`config.mk`:
```
export PLATFORM = sky130hd
export DESIGN_NAME = dual_core_init_sequencer
export DESIGN_NICKNAME = d
export VERILOG_FILES = /design/src/rtl/sodor_init_pkg.sv /design/src/rtl/init_lfsr.sv /design/src/rtl/dual_core_init_sequencer.sv
export SDC_FILE = /design/constraint.sdc
export NUM_CORES = 1
export LEC_CHECK = 0
export ABC_CLOCK_PERIOD_IN_PS = 2009
export BUFFER_PORTS_ARGS = -buffer_cell sky130_fd_sc_hd__buf_2
export CAP_MARGIN = 20
export CORE_UTILIZATION = 31
export CTS_CLUSTER_DIAMETER = 150
export DETAILED_ROUTE_END_ITERATION = 10
export PLACE_DENSITY = 0.6
export SYNTH_ARGS = -nofsm -noshare
export SYNTH_HDL_FRONTEND = slang
export SYNTH_SLANG_ARGS = --single-unit
```
`constraint.sdc`:
```
create_clock -name clk -period 2.01 [get_ports clk]
set_input_delay 0.201 -clock clk [delete_from_list [all_inputs] [get_ports clk]]
set_output_delay 0.201 -clock clk [all_outputs]
set_load 0.02 [all_outputs]
```
`src/rtl/sodor_init_pkg.sv`:
```
// Shared types and LFSR step for the dual-core lockstep init sequencer.
package sodor_init_pkg;

  localparam int unsigned XLEN_DEFAULT      = 32;
  localparam logic [31:0] LFSR_POLY_DEFAULT = 32'h8020_0003;

  // Explicit encodings keep the state values identical to the legacy localparams.
  typedef enum logic [2:0] {
    IDLE      = 3'd0,
    INIT_RF   = 3'd1,
    INIT_DMEM = 3'd2,
    RUN       = 3'd3,
    DONE      = 3'd4
  } state_t;

  typedef enum logic {
    TGT_RF   = 1'b0,
    TGT_DMEM = 1'b1
  } target_t;

  // Galois step: shift right, fold the feedback mask in when the dropped bit is set.
  function automatic logic [31:0] lfsr_next(input logic [31:0] x, input logic [31:0] poly);
    return (x >> 1) ^ (x[0] ? poly : 32'h0);
  endfunction

endpackage

```
`src/rtl/init_lfsr.sv`:
```
// Seeded Galois LFSR; the loaded value is already one step past the seed.
module init_lfsr
  import sodor_init_pkg::*;
#(
  parameter int unsigned     XLEN = XLEN_DEFAULT,
  parameter logic [XLEN-1:0] POLY = XLEN'(LFSR_POLY_DEFAULT)
) (
  input  logic            clk,
  input  logic            rst_n,
  input  logic            load,
  input  logic [XLEN-1:0] seed,
  input  logic            advance,
  output logic [XLEN-1:0] value
);

  logic [XLEN-1:0] seed_fix;

  // An all-zero state would lock the LFSR, so a zero seed becomes 1.
  assign seed_fix = (seed == '0) ? XLEN'(1) : seed;

  always_ff @(posedge clk or negedge rst_n) begin
    if (!rst_n) begin
      value <= '0;
    end else if (load) begin
      value <= XLEN'(lfsr_next(32'(seed_fix), 32'(POLY)));
    end else if (advance) begin
      value <= XLEN'(lfsr_next(32'(value), 32'(POLY)));
    end
  end

endmodule

```
`src/rtl/dual_core_init_sequencer.sv`:
```
// Lockstep bring-up of two core copies: stalled init of regfile and dmem over a
// shared write bus, then a fixed unstalled run window.
module dual_core_init_sequencer
  import sodor_init_pkg::*;
#(
  parameter int unsigned     XLEN       = XLEN_DEFAULT,
  parameter int unsigned     NREGS      = 32,
  parameter int unsigned     NDMEM      = 16,
  parameter int unsigned     RUN_CYCLES = 30,
  parameter logic [XLEN-1:0] LFSR_POLY  = XLEN'(LFSR_POLY_DEFAULT)
) (
  input  logic            clk,
  input  logic            rst_n,
  input  logic            start,
  input  logic [XLEN-1:0] seed,
  output logic            init_wr_valid,
  output logic            init_wr_target,
  output logic [4:0]      init_wr_addr,
  output logic [XLEN-1:0] init_wr_data,
  input  logic            init_wr_ready1,
  input  logic            init_wr_ready2,
  output logic            core_stall,
  output logic [31:0]     cycle_count,
  output logic            busy,
  output logic            done
);

  localparam logic [4:0]  LAST_RF  = 5'(NREGS - 1);
  localparam logic [4:0]  LAST_DM  = 5'(NDMEM - 1);
  localparam logic [31:0] RUN_LAST = (RUN_CYCLES == 0) ? 32'd0 : 32'(RUN_CYCLES - 1);

  state_t      state;
  logic [4:0]  addr;
  logic [31:0] count;
  logic        accept_start;
  logic        xfer;

  assign accept_start = start && ((state == IDLE) || (state == DONE));

  // A beat only moves when both copies accept it, keeping them in lockstep.
  assign xfer = init_wr_valid && init_wr_ready1 && init_wr_ready2;

  assign init_wr_valid  = (state == INIT_RF) || (state == INIT_DMEM);
  assign init_wr_target = (state == INIT_DMEM) ? TGT_DMEM : TGT_RF;
  assign init_wr_addr   = addr;
  assign core_stall     = (state != RUN);
  assign busy           = (state == INIT_RF) || (state == INIT_DMEM) || (state == RUN);
  assign done           = (state == DONE);
  assign cycle_count    = count;

  // Sequencer state, write-bus address and run-window counter.
  always_ff @(posedge clk or negedge rst_n) begin
    if (!rst_n) begin
      state <= IDLE;
      addr  <= '0;
      count <= '0;
    end else begin
      case (state)
        IDLE, DONE: begin
          if (accept_start) begin
            state <= INIT_RF;
            addr  <= '0;
            count <= '0;
          end
        end
        INIT_RF: begin
          if (xfer) begin
            if (addr == LAST_RF) begin
              state <= INIT_DMEM;
              addr  <= '0;
            end else begin
              addr <= addr + 5'd1;
            end
          end
        end
        INIT_DMEM: begin
          if (xfer) begin
            if (addr == LAST_DM) begin
              state <= (RUN_CYCLES == 0) ? DONE : RUN;
              addr  <= '0;
            end else begin
              addr <= addr + 5'd1;
            end
          end
        end
        RUN: begin
          count <= count + 32'd1;
          if (count == RUN_LAST) begin
            state <= DONE;
          end
        end
        default: begin
          state <= IDLE;
        end
      endcase
    end
  end

  init_lfsr #(
    .XLEN (XLEN),
    .POLY (LFSR_POLY)
  ) u_lfsr (
    .clk     (clk),
    .rst_n   (rst_n),
    .load    (accept_start),
    .seed    (seed),
    .advance (xfer),
    .value   (init_wr_data)
  );

endmodule

```
==> summary.txt, run 1 <==
STA
  – Worst setup margin: between 150 and 200 ps
  – Final Max Tran Viols: 0
  – Final setup fails: 0
  – Worst Clk Skew: between 9 and 10 ps
  – Final min period: ~1800 ps
  – Measured slew at the worst slew-check pin: roughly 550 ps
  – Tcrit/Tclk final: 0.9188
  – Slew margin rel.: 0.6319
  – Fmax: between 500 and 600 MHz
  – Fin. Hold Viols: 0
  – Fin Setup TNS: 0 ps
  – RSZ-0062 raised after global routing: no

CTS
  – Root Buffer: clkbuf_16
  – Bufs on Longest Clock Path: 2
  – H-tree depth: 3
  – CTS tree: built
  – # clock sinks: around 70
  – Clock latency on the worst-skew pair: 340 ps
  – CTS clock-pin slew for the worst setup and hold paths: 60 ps
  – CTS Buf Count: 9

Detailed routing
  – # DRC: 0
  – Via density: 5.228
  – WL final: 10.13 mm
  – Initial drt markers: between 150 and 200
  – Drt pass-1 iters: 4
  – Via count: ~3500
  – WL per Instance: roughly 15 um
  – Post-DRT Antenna Nets: 0

Yosys
  – Post-Syn Nets: around 450
  – Number of flops mapped to enable cells by yosys: 0
  – Asr flop ratio synth: 1.000
  – #FFs+latches synth: 72
  – Avg Cell Area, Syn: 9.403 um^2
  – Syn. warnings: 0
  – Sequential area share after synthesis: 0.4743
  – Mapped Cells: between 400 and 500
  – Post-synth top flop: dfrtp_1
  – Synth Cell Area: approximately 3800 um^2
  – Distinct cell type count after synthesis: 47

Die
  – Die footprint: 12700 um^2
  – Site row count: 40
  – IO Pins: around 110
  – Starting Density: 0.3176
  – Chip width: 112.7 um
  – Core footprint: ~12000 um^2
  – Height of the chip: approximately 110 um

Setup path
  – WP data arrival: between 1500 and 2000 ps
  – Crit path max fanout: 11
  – Startpoint Class: flop
  – CP Capture Type: output port
  – Required @ worst endpoint: 1810 ps
  – CP Class: flop to output port

Power and ir drop
  – P_leak: approximately 2.4 nW
  – Peak VDD IR: between 0.0005 and 0.0006 V
  – PD cells: about 1200 nW/um^2

Min path
  – Min-delay worst type: input port to flop

Finish
  – N_diodes: 0
  – Post-route insts no fill: a little under 700
  – Design Area, Final: between 4000 and 5000 um^2
  – Fill cells: 1183
  – Share of cells above drive strength 1: 0.2898
  – Nets: 566
  – Area Overhead vs Synth: 28.52%
  – Storage cell area: 1802 um^2
  – Area taken by multi-input logic gates: 1783 um^2

Global route
  – Total track usage: 0.1665
  – Total global routing overflow: 0
  – Number of global-route vias before repair: between 3000 and 4000
  – First-pass GRT wire length: approximately 17 mm
  – Largest net degree at the start of global routing: 73
  – Initial antenna violation count: 0

Job
  – Max-cap violation count: 0

Place
  – DP Area: 4566 um^2
  – Pre-CTS setup slack: a little under 70 ps
  – Placed Cells: between 600 and 700
  – IO Port Bufs: 110
  – Detailed placer's ending HPWL: a little over 7 mm
  – Placer Congestion: between 0.8 and 0.9

Outcome
  – Status: finished clean
==> power breakdown <==
part	total, mW	switching (mW)	internal (mW)	leakage, nW
clock	1.52	0.620	0.903	0.135
sequential	2.26	0.420	1.84	0.746
combinational	2.06	1.28	0.776	1.55
==> per-stage QoR <==
| step | utilization | hold slack (ps) | total power, mW |
|---|---|---|---|
| after detailed placement | 0.3817 | 264.9 | 4.327 |
| after global placement | 0.3817 | 262.7 | 4.272 |
| after global routing | 0.4082 | 91.59 | 6.247 |
| after floorplan | - | -94.59 | 3.559 |
| final | 0.4082 | 100.7 | 5.848 |
| after CTS | 0.4064 | 84.57 | 5.884 |
==> critical path: stages, from the launching register on <==
cell	delay, ps
dfrtp_1	370
buf_4	170
xor2_1	320
nor2b_1	260
buf_2	200
==> layout make-up <==
cell class              instances  share of cell area
flip-flops and latches         72              0.3690
multi-input cells             278              0.3652
repair buffers                128              0.1435
clock buffers                  12             0.05254
well taps                     147             0.03767
inverters                      34             0.02614
clock inverters                 4            0.005894
==> cells by family (layout without fill, tap and decap cells) <==
group           after synthesis  in the layout  synth area share
fa+ha+maj                     6              6           0.01976
mux                          28             28           0.07378
buf+inv                      54            178           0.06093
compound gates               93             93            0.1472
flops                        72             72            0.4743
simple gates                144            144            0.2078
xor+xnor                      7              7           0.01614
==> timing repair <==
item	in CTS	in global routing
setup buffers	0	1
gates resized for setup	0	3
setup endpoints to repair	0	3
endpoints found under the hold margin	72	0
hold buffers	1	0
==> worst paths after layout <==
kind	startpoint	to	slack [ps]	cells past startpoint
min	seed[13]	u_lfsr.value[12]	100	3
max	state[1]	init_wr_valid	160	4
max reg2reg	init_wr_addr[0]	init_wr_addr[2]	170	8
min reg2reg	cycle_count[31]	cycle_count[31]	520	1
min in group asynchronous	rst_n	u_lfsr.value[10]	420	3
max in group asynchronous	rst_n	init_wr_addr[4]	1280	3
==> routing by layer <==
layer | part of all wire | vias up | global-route usage
met5 | 0 | - | 0
met4 | 0.015 | 0 | 0.04800
met3 | 0.056 | 13 | 0.05356
met2 | 0.47 | 105 | 0.2720
met1 | 0.46 | 1700 | 0.2112
li1 | - | 1711 | -
==> cells in the mapped netlist, drive strengths merged, types with 3 or more instances <==
cell type / count / area (um^2)
xnor2: 5 / 43.79
dfrtp: 72 / 1802
inv: 34 / 127.6
and4: 7 / 61.31
nor3b: 3 / 27.52
a21oi: 28 / 140.1
o211ai: 3 / 22.52
and3: 4 / 25.02
o21ai: 19 / 95.09
o21bai: 3 / 22.52
nor2: 13 / 48.80
o22ai: 24 / 150.1
nor3: 7 / 56.31
ha: 6 / 75.07
nand2: 47 / 176.4
buf: 9 / 62.55
nand3: 18 / 90.09
a22o: 3 / 26.28
mux2i: 28 / 280.3
clkbuf: 11 / 41.29
a31oi: 3 / 18.77
nor4: 15 / 108.9
and2: 4 / 25.02
nand4: 19 / 118.9
==> state kept, by name, summed over array words and instances, names as in the netlist <==
register      cells
cycle_count      32
u_lfsr.value     32
init_wr_addr      5
state             3
==> cells in the final DEF, fill, tap and decap left out, types with 3 or more instances in the layout <==
cell type | netlist | routed
xnor2_1 | 5 | 5
nand2_1 | 47 | 47
dfrtp_1 | 72 | 72
a21oi_1 | 28 | 27
a31oi_1 | 3 | 3
a22o_1 | 3 | 3
o22ai_1 | 24 | 24
nor3b_2 | 1 | 3
buf_2 | 5 | 110
nor3_1 | 4 | 4
o211ai_1 | 3 | 3
ha_1 | 6 | 6
and3_1 | 4 | 4
and2_1 | 4 | 4
mux2i_1 | 28 | 28
nor4_1 | 14 | 14
o21ai_0 | 18 | 18
nor2_1 | 13 | 13
inv_1 | 33 | 33
and4_1 | 7 | 7
nand3_1 | 18 | 18
nand4_1 | 19 | 19
clkbuf_16 | 0 | 9
buf_4 | 2 | 16
Note: power is estimated with default switching activity, not from simulation.
==> run 2: changes to the inputs <==
BUFFER_PORTS_ARGS = default   (was -buffer_cell sky130_fd_sc_hd__buf_2)
CORE_UTILIZATION = 63   (was 31)
DONT_BUFFER_PORTS = 1   (was default)
PLACE_DENSITY = 0.87   (was 0.6)
==> run 2 against run 1 <==
Sequential power increased by 19%; flip-flop and latch count unchanged; global-route usage rose by 15 points; fmax decreased by 2.6%; clock-buffer cell count fell by 3; sequential share of layout area is 4.5 points higher; combinational power is 35% lower; hold slack lost 95 ps; critical path type is now flop to flop; highest routed layer unchanged.
==> summary.txt, run 2 (synthesis results as in run 1) <==
Outcome
  – Status: finished clean

Setup path
  – Worst path most repeated cell: ha_1
  – Startpoint Class: flop
  – CP peak stage delay: 390 ps (+20 ps)
  – Required @ worst endpoint: 2280 ps (+470 ps)
  – CP Class: flop to flop
  – Crit path max fanout: 4 (-7)
  – WP data arrival: 2160 ps (+510 ps)
  – WP buf/inv: 1 (-1)
  – Delay-heaviest family, CP: simple AND/OR/NAND/NOR gates
  – Slowest-stage cell, CP: dfrtp_1
  – CP Capture Type: flop
  – Worst path cell trace: ha_1 > nand3_1 > inv_1 > ha_1 > nor3b_2 > o21bai_2 > or2_2 > o2bb2ai_1

Min path
  – Min-delay worst type: input port to flop

Die
  – Starting Density: 0.6733 (+0.3557)
  – Height of the chip: 79.65 um (-29%)
  – Core footprint: 5642 um^2 (-53%)
  – Site row count: 27 (-33%)
  – IO Pins: 111 (unchanged)
  – Die footprint: 6344 um^2 (-50%)
  – Chip width: 79.65 um (-29%)

STA
  – Worst Clk Skew: 9.330 ps (+0.1377 ps)
  – Tcrit/Tclk final: 0.9438 (+0.02499)
  – Fin. Hold Viols: 0 (unchanged)
  – Final setup fails: 0 (unchanged)
  – RSZ-0062 raised after global routing: no
  – Final Max Tran Viols: 0 (unchanged)
  – Slew margin rel.: 0.6424 (+0.01059)
  – Measured slew at the worst slew-check pin: 531.4 ps (-15.74 ps)
  – Fin Setup TNS: 0 ps (unchanged)
  – Final min period: 1897 ps (+50.23 ps)
  – Fmax: 527.1 MHz (-2.6%)

Power and ir drop
  – Internal power: 3.226 mW (-8.5%)
  – Comb power frac: 0.245 (-0.107)
  – Part of the power in registers: 0.497 (+0.110)
  – Total power: 5.413 mW (-7.4%)
  – Net Sw Power: 2.187 mW (-5.9%)
  – P_leak: 2.123 nW (-13%)
  – Peak VDD IR: 0.0008687 V (+45%)
  – Switching Share: 0.4040 (+0.006706)
  – Clock Power Share: 0.258 (-0.002)
  – PD cells: 1245 nW/um^2 (+3.9%)

CTS
  – CTS clock-pin slew for the worst setup and hold paths: 80 ps (+20 ps)
  – Bufs on Longest Clock Path: 2 (unchanged)
  – CTS tree: built
  – CTS Buf Count: 9 (unchanged)
  – Root Buffer: clkbuf_8
  – # clock sinks: 72 (unchanged)
  – H-tree depth: 3 (unchanged)
  – Clock latency on the worst-skew pair: 350 ps (about the same)

Place
  – Placer Congestion: 0.8583 (+3.0%)
  – Detailed placer's ending HPWL: 6.648 mm (-7.1%)
  – IO Port Bufs: 0 (-100%)

Detailed routing
  – Initial drt markers: 232 (+45%)
  – Via density: 6.461 (+24%)
  – WL final: 9.333 mm (-7.9%)
  – Post-DRT Antenna Nets: 0 (unchanged)
  – Via count: 3263 (-7.5%)
  – # DRC: 0 (unchanged)
  – Drt pass-1 iters: 4 (unchanged)
  – WL per Instance: 18.48 um (+23%)

Global route
  – Largest net degree at the start of global routing: 73 (unchanged)
  – Total global routing overflow: 0 (unchanged)
  – First-pass GRT wire length: 15.20 mm (-9.5%)
  – Total track usage: 0.3152 (+0.1487)
  – Initial antenna violation count: 0 (unchanged)
  – Number of global-route vias before repair: 3186 (-8.0%)

Finish
  – Most frequent cells in the layout: 72 x dfrtp_1, 47 x nand2_1, 33 x inv_1
  – Area Overhead vs Synth: 14.49%
  – Nets: 471 (-17%)
  – Share of cells above drive strength 1: 0.1293 (-0.1604)
  – Most common cell after layout, fill and taps aside: dfrtp_1
  – N_diodes: 0 (unchanged)

Job
  – Max-cap violation count: 0 (unchanged)
run 2: what timing repair did:
item / in CTS / in global routing
endpoints found under the setup margin: 0 / 6
setup buffers: 0 / 1
gates resized for setup: 0 / 3
hold endpoints to repair: 75 / 0
hold buffers: 5 / 0
run 2: path summary, 6_finish.rpt:
kind                            startpoint          endpoint  slack, ps  cells after the start
max                        init_wr_addr[0]   init_wr_addr[2]        110                      8
min                               seed[12]  u_lfsr.value[11]          6                      2
max reg2reg                init_wr_addr[0]   init_wr_addr[2]        110                      8
min reg2reg                 cycle_count[7]    cycle_count[7]        610                      1
max in group asynchronous            rst_n    cycle_count[7]       1320                      2
min in group asynchronous            rst_n  u_lfsr.value[17]        410                      2
run 2: power groups by stage:
stage | combinational (mW) | clock [mW] | sequential, mW
2_1_floorplan | 0.897 | 0 | 2.66
3_3_place_gp | 1.20 | 0 | 2.69
3_5_place_dp | 1.27 | 0 | 2.71
4_1_cts | 1.32 | 1.40 | 2.68
5_1_grt | 1.50 | 1.46 | 2.74
6_report | 1.33 | 1.39 | 2.69
run 2: final cells by class:
cell class | instances | area [um^2]
timing repair buffer | 33 | 302.8
inverter | 34 | 127.6
clock inverter | 7 | 120.1
multi-input combinational | 278 | 1783
clock buffer | 9 | 123.9
tap | 72 | 90.09
fill | 378 | 1292
sequential | 72 | 1802
run 2: per-layer routing:
metal	vias up	track usage	share of wire
met1	1570	0.3973	0.41
met4	0	0.1400	0.026
met5	-	0	0
met3	25	0.09143	0.086
li1	1519	-	-
met2	149	0.5017	0.48
run 2: worst register-to-register path, cell delays in order (launching register included):
cell	delay (ps)
dfrtp_1	390
ha_1	230
nand3_1	130
inv_1	70
ha_1	210
nor3b_2	210
o21bai_2	120
or2_2	300
o2bb2ai_1	170
run 2: per-stage QoR:
stage / worst slack (ps) / util / hold slack [ps] / area (um^2) / instances
final: 112.9 / 0.7709 / 6.135 / 4349 / 505
after global routing: 5.802 / 0.7709 / 3.295 / 4349 / 505
after CTS: 40.81 / 0.7649 / 6.295 / 4315 / 504
after detailed placement: 60.19 / 0.7097 / -93.17 / 4004 / 483
after global placement: 235.0 / 0.7097 / -92.67 / 4004 / 483
after floorplan: 153.0 / - / -94.59 / 3799 / 404
